--- config.mk ---
export PLATFORM = sky130hd
export DESIGN_NAME = booth_mult_arbiter_flat
export DESIGN_NICKNAME = d
export VERILOG_FILES = /design/src/rtl/booth_mult_arbiter_if.sv /design/src/rtl/booth_mult_arbiter.sv /design/src/flat_wrapper.sv
export SDC_FILE = /design/constraint.sdc
export NUM_CORES = 1
export LEC_CHECK = 0
export ABC_AREA = 1
export CAP_MARGIN = 20
export CORE_ASPECT_RATIO = 1.75
export CORE_UTILIZATION = 32
export DETAILED_ROUTE_END_ITERATION = 8
export GPL_ROUTABILITY_DRIVEN = 0
export PLACE_DENSITY = 0.66
export SYNTH_ARGS = -nofsm -noshare
export SYNTH_HDL_FRONTEND = slang
export SYNTH_SLANG_ARGS = --single-unit
--- constraint.sdc ---
create_clock -name clk -period 3.7 [get_ports clk]
set_clock_uncertainty 0.2 [all_clocks]
set_input_delay 0.925 -clock clk [delete_from_list [all_inputs] [get_ports clk]]
set_output_delay 0.925 -clock clk [all_outputs]
set_load 0.005 [all_outputs]
--- src/rtl/booth_mult_arbiter_if.sv ---
// Handshake bus between the arbiter and the shared 6x6 signed Booth multiplier.
// The arbiter drives start/operands as master; the multiplier answers with ready/product.
interface booth_mult_if;
   logic        mult_start;
   logic [5:0]  mult_a;
   logic [5:0]  mult_b;
   logic        mult_ready;
   logic [11:0] mult_product;

   modport master (
      output mult_start,
      output mult_a,
      output mult_b,
      input  mult_ready,
      input  mult_product
   );

   modport slave (
      input  mult_start,
      input  mult_a,
      input  mult_b,
      output mult_ready,
      output mult_product
   );
endinterface

--- src/rtl/booth_mult_arbiter.sv ---
// Round-robin arbiter sharing one signed Booth multiplier between N requesters.
// Optional WAIT-state abort timer enabled by defining BOOTH_ARB_TIMEOUT_EN.
module booth_mult_arbiter #(
   parameter int N       = 4,
   parameter int TIMEOUT = 32
) (
   input  logic             clk,
   input  logic             rst,
   input  logic [N-1:0]     i_req,
   input  logic [6*N-1:0]   i_a_flat,
   input  logic [6*N-1:0]   i_b_flat,
   output logic [N-1:0]     o_gnt,
   output logic [N-1:0]     o_done,
   output logic [11:0]      o_product,
   output logic             o_err,
   output logic             o_busy,
   booth_mult_if.master     m_mult
);

   localparam int GW = (N > 1) ? $clog2(N) : 1;

   typedef enum logic [1:0] {S_IDLE, S_ISSUE, S_WAIT, S_DONE} state_t;

   state_t        r_state;
   state_t        w_state_next;
   logic [GW-1:0] r_ptr;
   logic [GW-1:0] r_g;
   logic [GW-1:0] w_pick;
   logic          w_found;
   logic [N-1:0]  w_onehot;
   logic [5:0]    r_mult_a;
   logic [5:0]    r_mult_b;
   logic [11:0]   r_product;
   logic          w_timeout;

`ifdef BOOTH_ARB_TIMEOUT_EN
   localparam int CW = (TIMEOUT > 2) ? $clog2(TIMEOUT) : 1;

   logic [CW-1:0] r_wait_cnt;
   logic          r_err;

   always_ff @(posedge clk) begin
      if (rst) begin
         r_wait_cnt <= '0;
      end else if (r_state == S_ISSUE) begin
         r_wait_cnt <= '0;
      end else if (r_state == S_WAIT) begin
         r_wait_cnt <= r_wait_cnt + 1'b1;
      end
   end

   // A late ready on the final counted cycle still wins over the abort.
   assign w_timeout = (r_state == S_WAIT) && !m_mult.mult_ready &&
                      (r_wait_cnt == CW'(TIMEOUT - 1));

   always_ff @(posedge clk) begin
      if (rst) begin
         r_err <= 1'b0;
      end else if (r_state == S_WAIT) begin
         if (m_mult.mult_ready) begin
            r_err <= 1'b0;
         end else if (w_timeout) begin
            r_err <= 1'b1;
         end
      end
   end

   assign o_err = r_err;
`else
   assign w_timeout = 1'b0;
   assign o_err     = 1'b0;
`endif

   // Scan from the highest offset down so the lowest offset from r_ptr is kept.
   always_comb begin
      logic [GW:0]   w_sum;
      logic [GW-1:0] w_idx;
      w_found = 1'b0;
      w_pick  = '0;
      w_sum   = '0;
      w_idx   = '0;
      for (int k = N - 1; k >= 0; k--) begin
         w_sum = {1'b0, r_ptr} + (GW + 1)'(k);
         if (w_sum >= (GW + 1)'(N)) begin
            w_sum = w_sum - (GW + 1)'(N);
         end
         w_idx = w_sum[GW-1:0];
         if (i_req[w_idx]) begin
            w_found = 1'b1;
            w_pick  = w_idx;
         end
      end
   end

   for (genvar gi = 0; gi < N; gi++) begin : g_onehot
      assign w_onehot[gi] = (r_g == GW'(gi));
   end

   always_ff @(posedge clk) begin
      if (rst) begin
         r_state <= S_IDLE;
      end else begin
         r_state <= w_state_next;
      end
   end

   always_comb begin
      w_state_next = r_state;
      case (r_state)
         S_IDLE:  if (w_found) w_state_next = S_ISSUE;
         S_ISSUE: w_state_next = S_WAIT;
         S_WAIT:  if (m_mult.mult_ready || w_timeout) w_state_next = S_DONE;
         S_DONE:  w_state_next = S_IDLE;
         default: w_state_next = S_IDLE;
      endcase
   end

   always_comb begin
      o_gnt             = '0;
      o_done            = '0;
      o_busy            = (r_state != S_IDLE);
      m_mult.mult_start = (r_state == S_ISSUE);
      if (r_state != S_IDLE) begin
         o_gnt = w_onehot;
      end
      if (r_state == S_DONE) begin
         o_done = w_onehot;
      end
   end

   always_ff @(posedge clk) begin
      if (rst) begin
         r_ptr     <= '0;
         r_g       <= '0;
         r_mult_a  <= '0;
         r_mult_b  <= '0;
         r_product <= '0;
      end else begin
         case (r_state)
            S_IDLE: begin
               if (w_found) begin
                  r_g      <= w_pick;
                  r_mult_a <= i_a_flat[6*w_pick +: 6];
                  r_mult_b <= i_b_flat[6*w_pick +: 6];
               end
            end
            S_WAIT: begin
               if (m_mult.mult_ready) begin
                  r_product <= m_mult.mult_product;
               end else if (w_timeout) begin
                  r_product <= '0;
               end
            end
            S_DONE: begin
               r_ptr <= (r_g == GW'(N - 1)) ? '0 : r_g + 1'b1;
            end
            default: ;
         endcase
      end
   end

   assign m_mult.mult_a = r_mult_a;
   assign m_mult.mult_b = r_mult_b;
   assign o_product     = r_product;

endmodule
--- src/flat_wrapper.sv ---
// flat-port wrapper written by rule: the top's interface ports become plain ports
module booth_mult_arbiter_flat 
#(
   parameter int N       = 4,
   parameter int TIMEOUT = 32
)
  (clk, rst, i_req, i_a_flat, i_b_flat, o_gnt, o_done, o_product, o_err, o_busy, m_mult_mult_start, m_mult_mult_a, m_mult_mult_b, m_mult_mult_ready, m_mult_mult_product);
  booth_mult_if m_mult_i ();
  input  logic clk;
  input  logic rst;
  input  logic [N-1:0] i_req;
  input  logic [6*N-1:0] i_a_flat;
  input  logic [6*N-1:0] i_b_flat;
  output logic [N-1:0] o_gnt;
  output logic [N-1:0] o_done;
  output logic [11:0] o_product;
  output logic o_err;
  output logic o_busy;
  output wire logic [$bits(m_mult_i.mult_start)-1:0] m_mult_mult_start;
  output wire logic [$bits(m_mult_i.mult_a)-1:0] m_mult_mult_a;
  output wire logic [$bits(m_mult_i.mult_b)-1:0] m_mult_mult_b;
  input wire logic [$bits(m_mult_i.mult_ready)-1:0] m_mult_mult_ready;
  input wire logic [$bits(m_mult_i.mult_product)-1:0] m_mult_mult_product;
  assign m_mult_mult_start = m_mult_i.mult_start;
  assign m_mult_mult_a = m_mult_i.mult_a;
  assign m_mult_mult_b = m_mult_i.mult_b;
  assign m_mult_i.mult_ready = m_mult_mult_ready;
  assign m_mult_i.mult_product = m_mult_mult_product;
  booth_mult_arbiter #(.N(N), .TIMEOUT(TIMEOUT)) u_core (.clk(clk), .rst(rst), .i_req(i_req), .i_a_flat(i_a_flat), .i_b_flat(i_b_flat), .o_gnt(o_gnt), .o_done(o_done), .o_product(o_product), .o_err(o_err), .o_busy(o_busy), .m_mult(m_mult_i));
endmodule
==> flow_summary_export.csv, run 1 <==
group,metric,value,unit
floorplan,row_count,38,
critical_path,start_kind,"input pin",
critical_path,ff2ff_path_depth,13,
layout,antennaDiodeCount,0,
flow_run,max_cap_violations,0,
clocking,clk_pin_slew_worst_paths,0.07,ns
synthesis,synth_xor_area_frac,0,
power_and_ir_drop,finalPower,0.00206,W
critical_path,rr_startpoint,"u_core.r_ptr[0]",
placement,pre_cts_slack,0.328,ns
timing,finalSetupViolCount,0,
floorplan,fp.dieH,109,um
power_and_ir_drop,power_leakage,1.58,nW
synthesis,synth_compound_area_frac,0.0666,
timing,fmax,326,MHz
clocking,clk_latency,0.28,ns
worst_hold_path,hold_depth,2,
power_and_ir_drop,power_frac_seq,0.244,
worst_hold_path,hold_class,"reg2reg",
grt,grt_usage,0.176,
layout,nNetsFinal,518,
floorplan,die_w,63.3,um
critical_path,worstSetupEndpointType,"flop",
timing,worst_slack,0.629,ns
clocking,clockRootBuffer,"clkbuf_8",
grt,grt_pass1_vias,2253,
critical_path,timing_worst_setup_path_type,"in2reg",
layout,fill_cells,661,
route,wl_per_cell,11.3,um
layout,area_delta_synth_final,53.7,%
route,vias_per_cell,4.48,
critical_path,arrival,3.04,ns
clocking,cts.sinks,30,
layout,drive_gt1_frac,0.0743,
power_and_ir_drop,switching_power,0.000884,W
floorplan,die-area,0.00692,mm^2
synthesis,syn_avg_cell_area,6.05,um^2
power_and_ir_drop,p_sw_frac,0.430,
synthesis,syn_nets,423,
timing,finalCritPeriodShare,0.830,
grt,antenna_found_initial,0,
critical_path,r2r_end,"u_core.m_mult.mult_a[0]",
synthesis,yosys_warnings,0,
floorplan,start_util,0.335,
clocking,hold_buffers,0,
synthesis,syn_inst,348,
timing,setup_tns,0,ns
layout,finalInstanceArea,0.00323,mm^2
synthesis,yosys.area_share.simple,0.433,
status,outcome,"complete, no violations",
grt,grt_pass1_wl,9620,um
clocking,htree_levels,2,
timing,hold_violations,0,
synthesis,yosys-mux-area-fraction,0,
power_and_ir_drop,vdd_drop_max,0.000284,V
timing,min_period,3.07,ns
route,drc,0,
synthesis,synth_area,0.00210,mm^2
route,drt_wl_total,5910,um
layout,seq_area,601,um^2
synthesis,synthAdderAreaFrac,0.0476,
floorplan,io_pins,102,
clocking,ctsResizeCount,0,
synthesis,synth_top_family_by_area,"simple AND/OR/NAND/NOR gates",
critical_path,required,3.67,ns
placement,dp_hpwl,4630,um
placement,placed_cell_area,0.00312,mm^2
grt,grt_overflow,0,
power_and_ir_drop,p_int,0.00117,W
layout,final_common_cell,"clkdlybuf4s50_1",
floorplan,core-area,0.00628,mm^2
power_and_ir_drop,p_clk_frac,0.162,
grt,grt_max_degree,32,
route,ant_nets,0,
synthesis,ys_types,24,
critical_path,r2r_slack,1.17,ns
layout,multiInputGateArea,0.00115,mm^2
layout,mostFrequentLayoutCells,"100 x clkdlybuf4s50_1, 67 x nand2_1, 64 x inv_1, 64 x nor2_1, 44 x nand3_1",
layout,final_cells,524,
timing,drv_slew,0,
worst_hold_path,min_to,"u_core.o_product[1]",
clocking,clock_path_buffers,2,
placement,port_buffers,100,
worst_hold_path,hold_start,"u_core.o_product[1]",
power_and_ir_drop,power.density,636,mW/mm^2
placement,dpl.cell_count,516,
clocking,cts_buffers,5,
route,routed-via-count,2350,
synthesis,seq_area_frac_synth,0.285,
timing,rsz0062_at_grt,"no",
route,drtIter0Drc,113,
power_and_ir_drop,power_frac_comb,0.594,
route,drt-pass1-iter-count,4,
clocking,cts_tree,"done",
synthesis,synth-seq-cells,30,
critical_path,crit_fanout,31,
clocking,cts_setup_buffers,0,
[worst max-delay path, cell delays in order]
cell,delay [ns]
clkdlybuf4s50_1,0.47
inv_1,0.05
o21ai_0,0.22
or2_4,0.21
nand3_2,0.28
nand2_4,0.40
inv_1,0.18
nand2_1,0.09
nand3_1,0.07
nand2_1,0.08
nor2_1,0.04
[routing by layer]
layer	global-route usage	vias to the layer above	routed length, um
li1	-	1236	-
met1	0.168	1028	2220
met2	0.347	76	3180
met3	0.0502	10	402
met4	0.0633	0	99
met5	0	-	0
[power groups by stage]
stage	clock network [W]	registers (W)	logic [W]
6_report	0.000333	0.000501	0.00122
4_1_cts	0.000346	0.000503	0.00124
3_3_place_gp	0	0.000505	0.00122
2_1_floorplan	0	0.000495	0.000844
5_1_grt	0.000355	0.000515	0.00138
3_5_place_dp	0	0.000509	0.00123
[synth_stat cells, drive strengths merged]
cell	number	share of area
dfxtp	30	0.29
o21ai	20	0.048
nand2	85	0.18
inv	66	0.12
a21oi	5	0.012
and2	1	0.0042
conb	1	0.0018
nor3b	5	0.018
nand3	45	0.11
ha	8	0.048
or2	1	0.0042
clkbuf	5	0.0089
buf	9	0.037
a211oi	2	0.0071
nor2	65	0.12
[metrics by stage]
stage          hold WS (ns)   util
6_report              0.287  0.515
5_1_grt               0.318  0.515
4_1_cts               0.292  0.515
3_5_place_dp          0.276  0.498
3_3_place_gp          0.262  0.498
2_1_floorplan         0.278      -
[state kept, by name (all words and copies together), names as in the netlist]
signal,count
u_core.r_g,2
u_core.m_mult.mult_a,6
u_core.m_mult.mult_b,6
u_core.o_product,12
u_core.r_ptr,2
u_core.r_state,2
[cell families (layout without fill, tap and decap cells)]
logic type / Yosys count / in the layout
AO/OA/AOI/OAI: 27 / 27
buffers and inverters: 80 / 176
adder cells (fa/ha/maj): 8 / 8
flip-flops: 30 / 30
AND/OR/NAND/NOR: 202 / 202
other: 1 / 1
[layout make-up]
| cell class | instances | share of cell area |
|---|---|---|
| tap | 80 | 0.0309 |
| multi-input combinational | 238 | 0.357 |
| clock buffer | 6 | 0.0224 |
| sequential | 30 | 0.186 |
| timing repair buffer | 102 | 0.314 |
| inverter | 66 | 0.0781 |
| clock inverter | 2 | 0.0116 |
[worst max path at each step]
stage | slack, ns | startpoint | depth (start not counted) | end
2_1_floorplan | 1.37 | i_req[1] | 13 | u_core.m_mult.mult_a[2]
3_3_place_gp | 0.39 | i_req[2] | 11 | u_core.m_mult.mult_b[0]
3_5_place_dp | 0.33 | i_req[2] | 11 | u_core.m_mult.mult_a[0]
4_1_cts | 0.63 | i_req[2] | 11 | u_core.m_mult.mult_a[0]
5_1_grt | 0.43 | i_req[1] | 14 | u_core.m_mult.mult_a[4]
6_report | 0.63 | i_req[2] | 11 | u_core.m_mult.mult_a[0]
Power figures use the tool's default switching activity.
==> inputs of run 2 (changes only) <==
==> constraint.sdc (replaced) <==
create_clock -name clk -period 3.1 [get_ports clk]
set_clock_uncertainty 0.2 [all_clocks]
set_input_delay 0.775 -clock clk [delete_from_list [all_inputs] [get_ports clk]]
set_output_delay 0.775 -clock clk [all_outputs]
set_load 0.005 [all_outputs]
==> run 2 against run 1 <==
Global-route usage grew 0.65 points. Core utilization grew 0.12 points. Worst hold slack lost 0.0038 ns. Worst setup slack lost 0.23 ns. Final cell count grew 0.57%. Sequential power grew 19%. Sequential cell count is the same. Design area grew 0.23%. First-iteration DRC count shrank 11%. Largest cell class unchanged. Largest power group unchanged.
==> flow_summary_export.csv, run 2 (synthesized netlist as in run 1, its figures left out) <==
group,metric,value,unit
route,wl_per_cell,11.4,um
critical_path,rr_startpoint,"u_core.r_ptr[0]",
clocking,cts_tree,"done",
grt,grt_usage,0.182,
floorplan,fp.dieH,109,um
timing,worst_slack,0.401,ns
floorplan,io_pins,102,
clocking,clockRootBuffer,"clkbuf_8",
worst_hold_path,hold_depth,2,
route,drc,0,
placement,placed_cell_area,0.00315,mm^2
timing,rsz0062_at_grt,"no",
critical_path,start_kind,"flop",
grt,grt_overflow,0,
floorplan,core-area,0.00628,mm^2
worst_hold_path,hold_class,"reg2reg",
layout,drive_gt1_frac,0.0828,
critical_path,startpoint,"u_core.r_state[0]",
clocking,clock_path_buffers,2,
worst_hold_path,min_to,"u_core.o_product[1]",
route,vias_per_cell,4.56,
layout,multiInputGateArea,0.00115,mm^2
critical_path,r2r_slack,0.75,ns
floorplan,die_w,63.3,um
critical_path,timing_worst_setup_path_type,"reg2out",
clocking,cts_setup_buffers,0,
layout,nNetsFinal,521,
route,drt-pass1-iter-count,4,
layout,mostFrequentLayoutCells,"100 x clkdlybuf4s50_1, 67 x nand2_1, 64 x inv_1, 64 x nor2_1, 44 x nand3_1",
clocking,ctsResizeCount,0,
layout,final_util,0.517,
clocking,htree_levels,2,
status,outcome,"complete, no violations",
floorplan,start_util,0.335,
timing,finalSetupViolCount,0,
layout,antennaDiodeCount,0,
layout,area_delta_synth_final,54.0,%
placement,port_buffers,100,
worst_hold_path,hold_start,"u_core.o_product[1]",
layout,fill_cells,663,
timing,hold_violations,0,
floorplan,row_count,38,
critical_path,arrival,1.72,ns
timing,finalCritPeriodShare,0.871,
critical_path,required,2.12,ns
critical_path,worstSetupEndpointType,"output pin",
placement,dp_hpwl,4690,um
timing,min_period,2.70,ns
critical_path,crit_fanout,8,
grt,grt_pass1_wl,9920,um
layout,seq_area,601,um^2
clocking,clk_pin_slew_worst_paths,0.07,ns
grt,antenna_found_initial,0,
timing,drv_slew,0,
layout,largest_reg_flops,12,
placement,pre_cts_slack,0.121,ns
power_and_ir_drop,power_leakage,1.59,nW
timing,fmax,371,MHz
route,routed-via-count,2405,
route,ant_nets,0,
power_and_ir_drop,vdd_drop_max,0.000463,V
layout,final_common_cell,"clkdlybuf4s50_1",
grt,grt_pass1_vias,2330,
critical_path,r2r_end,"u_core.m_mult.mult_a[0]",
clocking,cts.sinks,30,
critical_path,ff2ff_path_depth,13,
clocking,cts_buffers,5,
floorplan,die-area,0.00692,mm^2
clocking,clk_latency,0.28,ns
layout,finalInstanceArea,0.00324,mm^2
power_and_ir_drop,finalPower,0.00244,W
timing,setup_tns,0,ns
power_and_ir_drop,power.density,751,mW/mm^2
route,drtIter0Drc,101,
grt,grt_max_degree,32,
flow_run,max_cap_violations,0,
route,drt_wl_total,6010,um
clocking,hold_buffers,0,
==> run 2: changes by cell type in the layout (fill, tap and decap cells not counted) <==
cell,before,now
buf_4,2,5
bufinv_16,1,0
clkbuf_1,1,0
clkbuf_8,5,6
clkinv_2,0,1
==> run 2: how the worst max path moves through the flow <==
stage	end	depth (start not counted)
after global placement	u_core.m_mult.mult_a[0]	13
after detailed placement	u_core.m_mult.mult_a[0]	13
final	o_gnt[2]	4
after global routing	u_core.m_mult.mult_a[0]	13
after floorplan	u_core.m_mult.mult_a[2]	13
after CTS	o_busy	4
==> run 2: layer usage <==
layer | wire length (um) | vias to the layer above | GRT usage
met5 | 0 | - | 0
met3 | 368 | 16 | 0.0492
met4 | 163 | 0 | 0.0763
met2 | 3270 | 74 | 0.356
met1 | 2210 | 1069 | 0.175
li1 | - | 1246 | -
==> run 2: layout make-up <==
class | count | area share
Inverter | 66 | 0.0780
Multi-Input combinational cell | 238 | 0.356
Clock buffer | 6 | 0.0255
Timing Repair Buffer | 105 | 0.320
Tap cell | 80 | 0.0309
Clock inverter | 2 | 0.00386
Sequential cell | 30 | 0.185
==> run 2: metrics by stage <==
| stage | hold slack, ns | std cells |
|---|---|---|
| floorplan | 0.278 | 348 |
| CTS | 0.291 | 527 |
| finish | 0.283 | 527 |
| detailed placement | 0.277 | 519 |
| global placement | 0.263 | 519 |
| global route | 0.301 | 527 |
==> run 2: worst max-delay path: stages (launching register included) <==
cell,delay (ns)
dfxtp_1,0.37
inv_1,0.10
ha_1,0.31
nor2_1,0.15
clkdlybuf4s50_1,0.51
==> run 2: where the power goes <==
group          internal, W  switching, W
Clock             0.000178      0.000153
Sequential        0.000511     0.0000837
Combinational     0.000675      0.000835
Total              0.00136       0.00107
==> inputs of run 3 (changes only) <==
--- a/config.mk
+++ b/config.mk
@@ -12,6 +12,8 @@
 export DETAILED_ROUTE_END_ITERATION = 8
 export GPL_ROUTABILITY_DRIVEN = 0
 export PLACE_DENSITY = 0.66
+export REMOVE_ABC_BUFFERS = 1
+export SLEW_MARGIN = 20
 export SYNTH_ARGS = -nofsm -noshare
 export SYNTH_HDL_FRONTEND = slang
 export SYNTH_SLANG_ARGS = --single-unit
==> run 3 against run 2 <==
Wire length fell by 3.6%. Sequential share of layout area decreased by 0.12 points. Sequential cell count unchanged. Core utilization up 0.34 points. Combinational power about the same. Critical path depth up 9. Count of clock-buffer cells in the layout shrank 1. Worst setup slack better by 0.027 ns.
==> flow_summary_export.csv, run 3 (synthesized netlist as in run 1, its figures left out) <==
group,metric,value,unit
status,outcome,"complete, no violations",
critical_path,critPathMaxStageDelay,0.44,ns
floorplan,die-area,0.00692,mm^2
critical_path,ff2ff_path_depth,13,
layout,antennaDiodeCount,0,
critical_path,crit_fanout,31,
power_and_ir_drop,vdd_drop_max,0.000396,V
route,drc,0,
critical_path,r2r_end,"u_core.m_mult.mult_b[0]",
critical_path,crit_buf_inv,3,
floorplan,die_w,63.3,um
flow_run,max_cap_violations,0,
critical_path,worstSetupEndpointType,"flop",
timing,hold_violations,0,
floorplan,io_pins,102,
power_and_ir_drop,p_sw_frac,0.425,
placement,dp_hpwl,4490,um
worst_hold_path,hold_depth,2,
power_and_ir_drop,power.density,764,mW/mm^2
route,routed-via-count,2310,
grt,grt_usage,0.170,
critical_path,timing_worst_setup_path_type,"in2reg",
grt,grt_pass1_vias,2105,
clocking,hold_buffers,0,
critical_path,path_cells,"clkdlybuf4s50_1 -> inv_1 -> nand2_1 -> and2_4 -> or2_4 -> nand2_4 -> nand2_4 -> nand2_4 -> inv_1 -> nand2_1 -> nand3_1 -> nand2_1 -> nor2_1",
power_and_ir_drop,p_int,0.00143,W
layout,drive_gt1_frac,0.0848,
clocking,htree_levels,2,
power_and_ir_drop,power_frac_seq,0.238,
grt,grt_pass1_wl,9260,um
grt,grt_overflow,0,
route,wl_per_cell,11.0,um
floorplan,start_util,0.335,
critical_path,crit_family,"simple AND/OR/NAND/NOR gates",
timing,min_period,2.67,ns
clocking,clk_pin_slew_worst_paths,0.07,ns
clocking,clockRootBuffer,"clkbuf_8",
placement,port_buffers,100,
critical_path,r2r_slack,0.77,ns
timing,setup_tns,0,ns
timing,finalCritPeriodShare,0.862,
route,ant_nets,0,
layout,final_util,0.520,
clocking,clock_path_buffers,2,
critical_path,crit_slowest_cell,"clkdlybuf4s50_1",
critical_path,start_kind,"input pin",
route,drt-pass1-iter-count,4,
clocking,cts_buffers,5,
floorplan,row_count,38,
layout,area_delta_synth_final,55.1,%
grt,antenna_found_initial,0,
clocking,clk_latency,0.28,ns
grt,grt_max_degree,32,
clocking,cts_tree,"done",
timing,finalSetupViolCount,0,
clocking,ctsResizeCount,0,
layout,nNetsFinal,522,
power_and_ir_drop,switching_power,0.00106,W
critical_path,rr_startpoint,"u_core.r_ptr[0]",
timing,rsz0062_at_grt,"no",
layout,final_common_cell,"clkdlybuf4s50_1",
layout,mostFrequentLayoutCells,"100 x clkdlybuf4s50_1, 67 x nand2_1, 64 x inv_1, 64 x nor2_1, 44 x nand3_1",
critical_path,arrival,2.64,ns
route,drt_wl_total,5800,um
worst_hold_path,hold_class,"reg2reg",
layout,largest_reg_flops,12,
critical_path,required,3.07,ns
timing,fmax,374,MHz
route,drtIter0Drc,46,
clocking,cts_setup_buffers,0,
power_and_ir_drop,power_frac_comb,0.604,
timing,drv_slew,0,
power_and_ir_drop,power_leakage,1.60,nW
power_and_ir_drop,p_clk_frac,0.158,
floorplan,core-area,0.00628,mm^2
worst_hold_path,hold_start,"u_core.o_product[6]",
clocking,cts.sinks,30,
worst_hold_path,min_to,"u_core.o_product[6]",
route,vias_per_cell,4.38,
floorplan,fp.dieH,109,um
[run 3: cell count changes in the layout (fill, tap and decap cells not counted)]
cell / delta
bufinv_16: +1
clkinv_2: +1
clkinvlp_4: -1
clkbuf_8: -1
buf_4: +1
[run 3: area by class of cell]
| class | instances | area [um^2] |
|---|---|---|
| fillers | 679 | 3010 |
| well taps | 80 | 100 |
| clock buffers | 5 | 68.8 |
| inverters | 66 | 253 |
| repair buffers | 106 | 1050 |
| clock inverters | 3 | 40.0 |
| flip-flops and latches | 30 | 601 |
| multi-input cells | 238 | 1150 |
[run 3: worst min-delay path, delay by kind of cell, from the launching register on]
kind	cells	cell delay, ns
simple gates	2	0.13
flops	1	0.33
[run 3: per-layer routing]
metal,wire length [um],GRT usage
met1,2280,0.178
met2,3030,0.324
met3,357,0.0397
met4,124,0.0633
met5,0,0
[run 3: worst max-delay path by stage]
stage	startpoint	end	slack, ns	cells after the start
CTS	u_core.r_state[0]	o_gnt[3]	0.39	4
global placement	i_req[1]	u_core.m_mult.mult_a[1]	0.19	13
floorplan	i_req[0]	u_core.m_mult.mult_a[0]	0.60	11
finish	i_req[1]	u_core.m_mult.mult_b[0]	0.43	13
global route	i_req[1]	u_core.m_mult.mult_b[0]	0.24	13
detailed placement	i_req[1]	u_core.m_mult.mult_b[0]	0.14	13
[run 3: metrics by stage]
stage / cell area (um^2) / hold WS [ns] / cells / setup slack (ns) / total power (W)
final: 3260 / 0.287 / 528 / 0.428 / 0.00249
after floorplan: 2010 / 0.280 / 334 / 0.597 / 0.00149
after global placement: 3150 / 0.265 / 520 / 0.192 / 0.00208
after detailed placement: 3150 / 0.275 / 520 / 0.137 / 0.00211
after global routing: 3260 / 0.307 / 528 / 0.241 / 0.00273
after CTS: 3260 / 0.291 / 528 / 0.387 / 0.00251
[run 3: power by group through the flow]
stage / Clock [W] / Sequential, W / Combinational [W]
after floorplan: 0 / 0.000596 / 0.000895
after global placement: 0 / 0.000598 / 0.00148
after detailed placement: 0 / 0.000600 / 0.00151
after CTS: 0.000407 / 0.000593 / 0.00152
after global routing: 0.000424 / 0.000611 / 0.00170
final: 0.000394 / 0.000593 / 0.00151
